<file path="src/rtl/up_down_cntr_mod.sv">
// up_down_cntr_mod: bounded up/down modulo counter with variable step, load, wrap/saturate
// and optional sticky ovf/unf status built when UP_DOWN_CNTR_STS_EN is defined.
module up_down_cntr_mod #(
   parameter int N      = 8,
   parameter int STEP_W = 4
) (
   input  logic              clk,
   input  logic              rst,
   input  logic              en,
   input  logic              up,
   input  logic [STEP_W-1:0] step,
   input  logic              ld,
   input  logic [N-1:0]      ld_val,
   input  logic [N-1:0]      lo,
   input  logic [N-1:0]      hi,
   input  logic              sat,
   input  logic              clr_sts,
   output logic [N-1:0]      dout,
   output logic              tc,
   output logic              ovf,
   output logic              unf
);
   logic [N:0]   sum;
   logic [N:0]   lo_step;
   logic [N-1:0] dout_nxt;
   logic         cnt;
   logic         up_evt;
   logic         dn_evt;
   logic         evt;
   // Boundary detection in N+1 bits so carry out of dout+step and lo+step is kept.
   always_comb begin
      sum      = {1'b0, dout} + (N+1)'(step);
      lo_step  = {1'b0, lo} + (N+1)'(step);
      cnt      = en && !ld && (step != '0);
      up_evt   = sum > {1'b0, hi};
      dn_evt   = {1'b0, dout} < lo_step;
      evt      = up ? up_evt : dn_evt;
      dout_nxt = up ? (up_evt ? (sat ? hi : lo) : sum[N-1:0])
                    : (dn_evt ? (sat ? lo : hi) : dout - N'(step));
   end
   // Count register and terminal-count pulse; rst beats ld beats en.
   always_ff @(posedge clk) begin
      if (rst) begin
         dout <= '0;
         tc   <= 1'b0;
      end else if (ld) begin
         dout <= ld_val;
         tc   <= 1'b0;
      end else if (cnt) begin
         dout <= dout_nxt;
         tc   <= evt;
      end else begin
         tc   <= 1'b0;
      end
   end
`ifdef UP_DOWN_CNTR_STS_EN
   // Sticky boundary flags; a new event outranks a simultaneous clear.
   always_ff @(posedge clk) begin
      if (rst) begin
         ovf <= 1'b0;
         unf <= 1'b0;
      end else begin
         ovf <= (cnt && up && up_evt) || (ovf && !clr_sts);
         unf <= (cnt && !up && dn_evt) || (unf && !clr_sts);
      end
   end
`else
   logic unused_clr_sts;
   assign unused_clr_sts = clr_sts;
   assign ovf = 1'b0;
   assign unf = 1'b0;
`endif
endmodule

</file>
<file path="config.mk">
export PLATFORM = sky130hd
export DESIGN_NAME = up_down_cntr_mod
export DESIGN_NICKNAME = d
export VERILOG_FILES = /design/src/rtl/up_down_cntr_mod.sv
export SDC_FILE = /design/constraint.sdc
export NUM_CORES = 1
export LEC_CHECK = 0
export CAP_MARGIN = 10
export CORE_MARGIN = 8
export CORE_UTILIZATION = 44
export DETAILED_ROUTE_END_ITERATION = 6
export PLACE_DENSITY = 0.72
export SYNTH_ARGS = -nofsm -noshare
export SYNTH_HDL_FRONTEND = slang
export SYNTH_SLANG_ARGS = --single-unit
</file>
<file path="constraint.sdc">
create_clock -name clk -period 4.25 [get_ports clk]
set_input_delay 0.85 -clock clk [delete_from_list [all_inputs] [get_ports clk]]
set_output_delay 0.85 -clock clk [all_outputs]
set_load 0.03 [all_outputs]
</file>
==> results of run 1 <==
[flip-flops by register name (all words and copies together), names as in the netlist]
signal	flops
tc	1
dout	8
[stage by stage]
stage	setup TNS [ns]	area, um^2	util	total power, mW
2_1_floorplan	0	1910	-	0.338
3_3_place_gp	-1.04	2550	0.597	0.489
3_5_place_dp	-1.12	2550	0.597	0.494
4_1_cts	0	2600	0.610	0.602
5_1_grt	-0.0176	2650	0.622	0.662
6_report	0	2650	0.622	0.617
[report_power, final]
group	internal [mW]	total (mW)	switching, mW
clock network	0.0646	0.106	0.0418
registers	0.0931	0.113	0.0200
logic	0.195	0.397	0.202
total	0.353	0.617	0.264
[worst max-delay path, stage by stage]
cell	delay [ns]
clkdlybuf4s50_1	0.48
inv_1	0.05
ha_1	0.31
buf_4	0.17
nand2b_1	0.19
a31oi_4	0.20
o21ai_1	0.09
xnor2_1	0.17
ha_1	0.33
nand3_1	0.09
or3_4	0.38
a32o_2	0.27
or4_1	0.47
o31ai_1	0.10
o32ai_1	0.11
[final cells by class]
cell class	instances	area [um^2]
multi-input combinational	219	1650
fill	406	1610
timing repair buffer	72	646
sequential	9	180
inverter	18	67.6
tap	52	65.1
clock buffer	3	41.3
clock inverter	1	5.00
[cells by family (layout without fill, tap and decap cells)]
group / count (synthesis) / count (layout) / synth area share
buffers and inverters: 29 / 94 / 0.0657
and+or+nand+nor: 77 / 77 / 0.210
muxes: 10 / 10 / 0.0539
DFF: 9 / 9 / 0.0946
AOI/OAI and AO/OA: 84 / 84 / 0.291
xor gates and xnor gates: 16 / 16 / 0.0736
adders and majority gates: 30 / 30 / 0.209
other: 1 / 2 / 0.00197
[synth_stat cells (all sizes together) (4+ instances only)]
library cell / number
inv: 18
o21ai: 17
xnor2: 9
nor3: 5
o31ai: 4
nor2: 16
ha: 27
a21oi: 25
nand2b: 6
buf: 5
clkbuf: 6
nand2: 17
xor2: 7
or3: 7
a21o: 7
nand3: 8
and3: 4
dfxtp: 9
mux2i: 8
a211oi: 5
[worst min path at each step]
stage / start / end / cells past startpoint
6_report: dout[0] / dout[0] / 2
5_1_grt: dout[0] / dout[0] / 2
4_1_cts: dout[0] / dout[0] / 2
3_5_place_dp: dout[0] / dout[0] / 2
3_3_place_gp: dout[0] / dout[0] / 2
2_1_floorplan: dout[0] / dout[0] / 2
[layer usage]
metal  up-vias  share of wire  global-route usage
met5         -              0                   0
li1       1080              -                   -
met2        86           0.48               0.327
met1      1012           0.42               0.225
met4         0          0.022              0.0474
met3        18          0.080              0.0405
[what timing repair did]
action	4_1_cts	5_1_grt
gates resized for setup	2	10
endpoints found under the setup margin	1	9
pin swaps	0	7
setup buffers	0	2
==> impl_metrics.csv, run 1 <==
group,metric,value,unit
run_status,status,"finished clean",
logic_synthesis,yosysTopAreaCellShare,0.177,
logic_synthesis,async_reset_ff_frac,0,
sta,slew_viol_final,0,
drt,drtAntennaViolNets,0,
global_routing,antenna_found_initial,0,
critical_path,end_kind,"flop",
final_layout,final_common_cell,"clkdlybuf4s50_1",
sta,worst_slack,0.0869,ns
sta,fmax,0.240,GHz
floorplan,initial_core_util,0.447,
critical_path,crit_type,"input port to flop",
placed_design,portBuffers,42,
critical_path,critPathLaunch,"step[2]",
critical_path,rr_worst_depth,12,
placed_design,pre_cts_ws,-0.263,ns
logic_synthesis,synth_area,1900,um^2
job,max_cap_viol_count,0,
final_layout,syn2layout_area_growth,39.3,%
sta,clock_skew,0.00855,ns
floorplan,pin_count,46,
placed_design,gp_congestion,0.929,
clocking,cts_buffer_depth,2,
floorplan,fp-row-count,24,
critical_path,reg2reg_from,"dout[1]",
clocking,htree_levels,1,
sta,period_minus_slack,4.16,ns
critical_path,startpoint_type,"input port",
clocking,cts_tree,"done",
floorplan,dieArea,6690,um^2
min_path,hold_path.class,"flop to flop",
sta,finalCritPeriodShare,0.980,
global_routing,overflow,0,
sta,slew_headroom,0.369,
critical_path,rrSetupSlack,0.75,ns
logic_synthesis,synth.yosys.seq_area_share,0.0946,
floorplan,coreArea,4260,um^2
clocking,hold_buffers,0,
floorplan,dieWidth,81.8,um
clocking,root_buffer,"clkbuf_8",
final_layout,layout_common_cells,"42 x clkdlybuf4s50_1, 30 x buf_4, 26 x ha_1, 23 x a21oi_1, 18 x inv_1",
critical_path,timing.rr.end,"dout[3]",
power_and_ir_drop,peakVddDrop,0.141,mV
global_routing,grt_use_total,0.187,
drt,vias,2196,
final_layout,drive_above_1_share,0.152,
logic_synthesis,avgSynthCellArea,7.44,um^2
drt,drt_iter0_markers,142,
final_layout,nets,388,
drt,drtPass1Iterations,5,
critical_path,worstPathMaxFanout,7,
sta,hold_viol,0,
sta,worst_pin_slew,0.944,ns
final_layout,n_antenna_cell,0,
clocking,numCtsBuffers,3,
critical_path,endpoint,"dout[3]",
clocking,cts.sinks,9,
critical_path,crit_required,4.36,ns
logic_synthesis,ys.flop_type,"dfxtp_1",
power_and_ir_drop,power_leakage,1.21,nW
logic_synthesis,synth_edf_count,0,
sta,hold_slack,0.588,ns
global_routing,grt_max_degree,24,
global_routing,grt_pass1_wl,9.88,mm
drt,drt_drc_violations_left,0,
logic_synthesis,yosys_warnings,0,
placed_design,dpl.hpwl,4.95,mm
final_layout,instances_no_fill,374,
critical_path,critPathArrivalTime,4.28,ns
sta,setup_viol,0,
logic_synthesis,synth_top_area_cell,"ha_1",
drt,routed_via_density,5.87,
placed_design,dp.cells,368,
drt,routedWlPerCell,16.4,um
global_routing,grt_pass1_vias,2116,
logic_synthesis,postSynthCellCount,256,
clocking,path_clk_slew,0.05,ns
logic_synthesis,ys_top_cells_by_area,"ha_1 18%, dfxtp_1 9.5%, a21oi_1 6.6%",
logic_synthesis,synth.distinct_cells,54,
clocking,clk_latency,0.25,ns
drt,routed_wl,6.14,mm
power_and_ir_drop,power_density,233,nW/um^2
floorplan,die_h,81.8,um
logic_synthesis,ys_ff_latch,9,
No activity file was read; power rests on OpenSTA's default activity.
==> run 2: changes to the inputs <==
Settings changed: SLEW_MARGIN from default to 40.
==> run 2 against run 1 <==
  * Sequential power is essentially flat
  * Critical path depth shrank 1
  * Hold slack gained 0.013 ns
  * First-iteration DRC count shrank 6.3%
  * Largest cell class unchanged
  * Clock power is essentially flat
  * Sequential cell count is the same
  * Largest power group unchanged
==> impl_metrics.csv, run 2 (synthesized netlist as in run 1, its figures left out) <==
group,metric,value,unit
run_status,status,"finished clean",
clocking,cts.sinks,9,
power_and_ir_drop,power,0.620,mW
drt,routedWlPerCell,16.6,um
critical_path,slowest_delay,0.49,ns
final_layout,fin_util,0.626,
placed_design,gp_congestion,0.929,
global_routing,grt_max_degree,24,
sta,slew_headroom,0.563,
final_layout,syn2layout_area_growth,40.3,%
sta,finalCritPeriodShare,0.969,
final_layout,largest_reg_flops,8,
sta,fmax,0.243,GHz
critical_path,crit_slowest_cell,"or4_4",
critical_path,startpoint_type,"input port",
final_layout,stdcell_area,2670,um^2
power_and_ir_drop,power_density,232,nW/um^2
drt,drt_iter0_markers,133,
critical_path,worstPathMaxFanout,6,
floorplan,dieWidth,81.8,um
final_layout,layout_common_cells,"41 x clkdlybuf4s50_1, 30 x buf_4, 25 x ha_1, 23 x a21oi_1, 18 x inv_1",
placed_design,portBuffers,42,
final_layout,top_regs,"dout x8, tc x1",
global_routing,antenna_found_initial,0,
final_layout,final_common_cell,"clkdlybuf4s50_1",
global_routing,overflow,0,
final_layout,instances_no_fill,374,
critical_path,cp_cell_sequence,"clkdlybuf4s50_1 > inv_1 > ha_4 > or3b_4 > a31oi_4 > o21ai_2 > xnor2_1 > ha_1 > nand3_1 > or3_4 > a32o_2 > or4_4 > o31ai_2 > o32ai_1",
final_layout,fillers,416,
sta,worst_pin_slew,0.653,ns
power_and_ir_drop,power_leakage,1.21,nW
final_layout,n_antenna_cell,0,
clocking,cts_tree,"done",
sta,slew_viol_final,0,
clocking,hold_buffers,0,
clocking,path_clk_slew,0.05,ns
final_layout,regMostFlops,"dout",
floorplan,coreArea,4260,um^2
clocking,clk_latency,0.24,ns
critical_path,crit_type,"input port to flop",
floorplan,dieArea,6690,um^2
job,max_cap_viol_count,0,
min_path,hold_path.class,"flop to flop",
critical_path,end_kind,"flop",
floorplan,fp-row-count,24,
placed_design,dpl.hpwl,4.95,mm
clocking,htree_levels,1,
global_routing,grt_pass1_vias,2184,
floorplan,pin_count,46,
sta,fin_tns_setup,0,ns
floorplan,die_h,81.8,um
global_routing,grt_pass1_wl,9.94,mm
drt,vias,2209,
sta,clock_skew,0.00321,ns
drt,routed_wl,6.22,mm
power_and_ir_drop,peakVddDrop,0.226,mV
critical_path,critPathArrivalTime,4.22,ns
drt,drt_drc_violations_left,0,
sta,period_minus_slack,4.12,ns
clocking,cts_buffer_depth,2,
floorplan,initial_core_util,0.447,
critical_path,crit_required,4.35,ns
clocking,numCtsBuffers,3,
drt,routed_via_density,5.91,
final_layout,drive_above_1_share,0.165,
drt,drtPass1Iterations,4,
placed_design,placed_cell_area,2540,um^2
sta,setup_viol,0,
sta,hold_viol,0,
global_routing,grt_use_total,0.187,
placed_design,dp.cells,368,
final_layout,nets,388,
clocking,root_buffer,"clkbuf_8",
drt,drtAntennaViolNets,0,
[run 2: cell types whose count changed in the layout (fill, tap and decap cells not counted)]
cell,delta
or4_1,-1
o31ai_1,-1
clkdlybuf4s50_1,-1
clkinv_2,-1
clkbuf_1,+1
buf_2,+1
or4_4,+1
o21ai_1,-1
o31ai_2,+1
ha_1,-1
ha_4,+1
o21ai_2,+1
[run 2: repair_timing]
item                                    in CTS  in global routing
endpoints found under the setup margin       1                  9
gates resized for setup                      2                 14
pin swaps                                    0                  6
setup buffers                                0                  2
gates cloned                                 0                  0
[run 2: layout make-up]
class                   instances  area (um^2)  share of cell area
multi-input cells             219         1670               0.626
repair buffers                 72          641               0.240
flip-flops and latches          9          180              0.0674
inverters                      18         67.6              0.0253
well taps                      52         65.1              0.0244
clock buffers                   4         45.0              0.0169
[run 2: final timing paths]
kind           start       to  slack [ns]  depth (start not counted)
min          dout[0]  dout[0]        0.60                          2
max          step[1]  dout[3]        0.13                         14
min reg2reg  dout[0]  dout[0]        0.60                          2
max reg2reg  dout[1]  dout[3]        0.75                         12
[run 2: per-layer routing]
metal / global-route usage / wire, um / vias to the layer above
li1: - / - / 1078
met1: 0.227 / 2520 / 1021
met2: 0.321 / 2970 / 96
met3: 0.0383 / 553 / 14
met4: 0.0579 / 173 / 0
met5: 0 / 0 / -
[run 2: through the flow]
stage	setup WS [ns]	hold WS [ns]
3_3_place_gp	-0.274	0.581
6_report	0.133	0.601
3_5_place_dp	-0.277	0.588
5_1_grt	-0.0249	0.651
2_1_floorplan	0.336	0.659
4_1_cts	0.00661	0.602
[run 2: power by group]
part | internal [mW] | switching [mW] | leakage (nW)
clock network | 0.0659 | 0.0398 | 0.0228
logic | 0.196 | 0.205 | 1.12
registers | 0.0931 | 0.0201 | 0.0747
[run 2: critical path: cells and delay by family]
family          cells  cell delay, ns
compound gates      5            0.71
xor+xnor            1            0.16
fa+ha+maj           2            0.57
buf+inv             2            0.55
simple gates        4            1.37
==> patch, RTL diff (settings of run 1) <==
Add an input register stage for `lo`, with the module's reset; this delays it by one clock. The other inputs are not delayed to match.
--- a/src/rtl/up_down_cntr_mod.sv
+++ b/src/rtl/up_down_cntr_mod.sv
@@ -21,4 +21,15 @@
    output logic              unf
 );
+
+   logic [N-1:0] lo_q;
+
+   always_ff @(posedge clk) begin
+      if (rst) begin
+         lo_q <= '0;
+      end else begin
+         lo_q <= lo;
+      end
+   end
+
    logic [N:0]   sum;
    logic [N:0]   lo_step;
@@ -31,11 +42,11 @@
    always_comb begin
       sum      = {1'b0, dout} + (N+1)'(step);
-      lo_step  = {1'b0, lo} + (N+1)'(step);
+      lo_step  = {1'b0, lo_q} + (N+1)'(step);
       cnt      = en && !ld && (step != '0);
       up_evt   = sum > {1'b0, hi};
       dn_evt   = {1'b0, dout} < lo_step;
       evt      = up ? up_evt : dn_evt;
-      dout_nxt = up ? (up_evt ? (sat ? hi : lo) : sum[N-1:0])
-                    : (dn_evt ? (sat ? lo : hi) : dout - N'(step));
+      dout_nxt = up ? (up_evt ? (sat ? hi : lo_q) : sum[N-1:0])
+                    : (dn_evt ? (sat ? lo_q : hi) : dout - N'(step));
    end
    // Count register and terminal-count pulse; rst beats ld beats en.
Check against the original RTL: not equivalent (Yosys sat finds a counterexample within 4 cycles, from zero or initial values and one cycle with rst high).
==> patch against run 1 <==
  * Utilization down 5.8 points
  * Power up 14%
  * Area after synthesis up 17%
  * Non-clock buffer count down 16
  * Cell count up 0.27%
  * Routed wire length up 2.8%
  * Cell area up 5.9%
  * Sequential cell count up 8
  * Worst setup slack better by 0.14 ns
  * Largest power group unchanged
  * Highest routed layer unchanged
==> patch: results (changes against run 1) <==
* Outcome: finished clean (unchanged)
* Metal-1 WL at 2871 um (was 2596 um)
* Clock transition at path regs at 0.08 ns (was 0.05 ns)
* Fill count at 461 (was 406)
* Post-Place Worst Slack at -0.03058 ns (was -0.2625 ns)
* RePlAce Congestion at 0.9394 (was 0.9292)
* Peak VDD IR at 0.1798 mV (was 0.1413 mV)
* Synth cell count leaders: 27 x ha_1, 20 x inv_1, 17 x dfxtp_1 (was 27 x ha_1, 25 x a21oi_1, 18 x inv_1)
* Largest cells by area after synthesis: dfxtp_1 15%, ha_1 15%, mux2i_1 6.3% (was ha_1 18%, dfxtp_1 9.5%, a21oi_1 6.6%)
* Worst skew pair latency at 0.26 ns
* Placed instance area at 2761 um^2 (was 2546 um^2)
* Post-DP HPWL at 5079 um (was 4954 um)
* Largest registers: dout x8, lo_q x8, tc x1 (was dout x8, tc x1)
* Cells after synthesis at 259 (was 256)
* First-pass GRT wire length at 10230 um (was 9880 um)
* HP Class: register to register (unchanged)
* Net switching share of the total power at 40.14% (was 42.82%)
* Worst path top cell family by delay: compound AO/OA/AOI/OAI gates (was simple AND/OR/NAND/NOR gates)
* Leak at 1.199 nW (was 1.213 nW)
* Met2 routed WL at 2992 um (was 2920 um)
* Placed insts at 371 (was 368)
* Final std cells w/o fill at 375 (was 374)
* Final WL at 6314 um (was 6143 um)
* Pin count of the biggest net entering global routing at 20 (was 24)
* Ys async rst share at 0% (unchanged)
* 1st-iter DRT viols at 146 (was 142)
* Share of cells above drive strength 1 at 11.48% (was 15.22%)
* Met3 wire length at 357 um (was 490 um)
* Residual DRC at 0 (unchanged)
* Worst path arrival time at 4.18 ns (was 4.28 ns)
* CP peak stage delay at 0.54 ns (was 0.48 ns)
* Sequential-to-total area share from yosys stat at 15.32% (was 9.461%)
* Crit Path Max Fanout at 5 (was 7)
* CTS H-Tree Depth at 1 (unchanged)
* First-pass iteration count of the detailed router at 4 (was 5)
* Total track usage at 16.91% (was 18.67%)
* Layout Skew at 0.007963 ns (was 0.008551 ns)
* Vias at 2094 (was 2196)
* Relative max-transition margin at 36.24% (was 36.86%)
* Yosys cell types at 63 (was 54)
## patch: layout make-up
cell class | count | area (um^2) | area share, %
repair buffers | 56 | 538.0 | 19.15
well taps | 70 | 87.58 | 3.118
flip-flops and latches | 17 | 340.3 | 12.12
inverters | 20 | 75.07 | 2.673
multi-input cells | 208 | 1723 | 61.34
clock buffers | 4 | 45.04 | 1.604
## patch: worst min-delay path, stage by stage (launching register included)
cell and delay [ns]:
dfxtp_1 0.37, a21oi_1 0.15, a41oi_1 0.12
## patch: final timing paths
kind / from / slack (ns) / cells after the start / to
max: step[1] / 0.22 / 14 / dout[2]
min: dout[3] / 0.69 / 2 / dout[3]
max reg2reg: dout[1] / 0.87 / 12 / dout[2]
min reg2reg: dout[3] / 0.69 / 2 / dout[3]
## patch: cells by family after synthesis
kind of cell	Yosys count	share of synthesized area, %
buffers and inverters	35	7.433
DFF	17	15.32
xor gates and xnor gates	17	7.376
muxes	16	7.320
other	1	0.1688
AOI/OAI and AO/OA	74	27.25
and+or+nand+nor	69	17.23
adders and majority gates	30	17.91
## patch: power by group through the flow
stage / Clock (mW) / Sequential, mW / Combinational (mW)
after global placement: 0 / 0.197 / 0.366
after floorplan: 0 / 0.202 / 0.238
final: 0.127 / 0.194 / 0.380
after CTS: 0.131 / 0.194 / 0.376
after detailed placement: 0 / 0.197 / 0.373
after global routing: 0.136 / 0.195 / 0.416
## patch: per-layer routing
| layer | vias to the layer above | global-route usage (%) |
|---|---|---|
| li1 | 1048 | - |
| met1 | 972 | 20.81 |
| met2 | 64 | 28.80 |
| met3 | 10 | 3.962 |
| met4 | 0 | 3.912 |
| met5 | - | 0 |
## patch: timing repair
item | 4_1_cts | 5_1_grt
setup buffers | 0 | 0
gates resized for setup | 0 | 1
endpoints found under the setup margin | 0 | 2
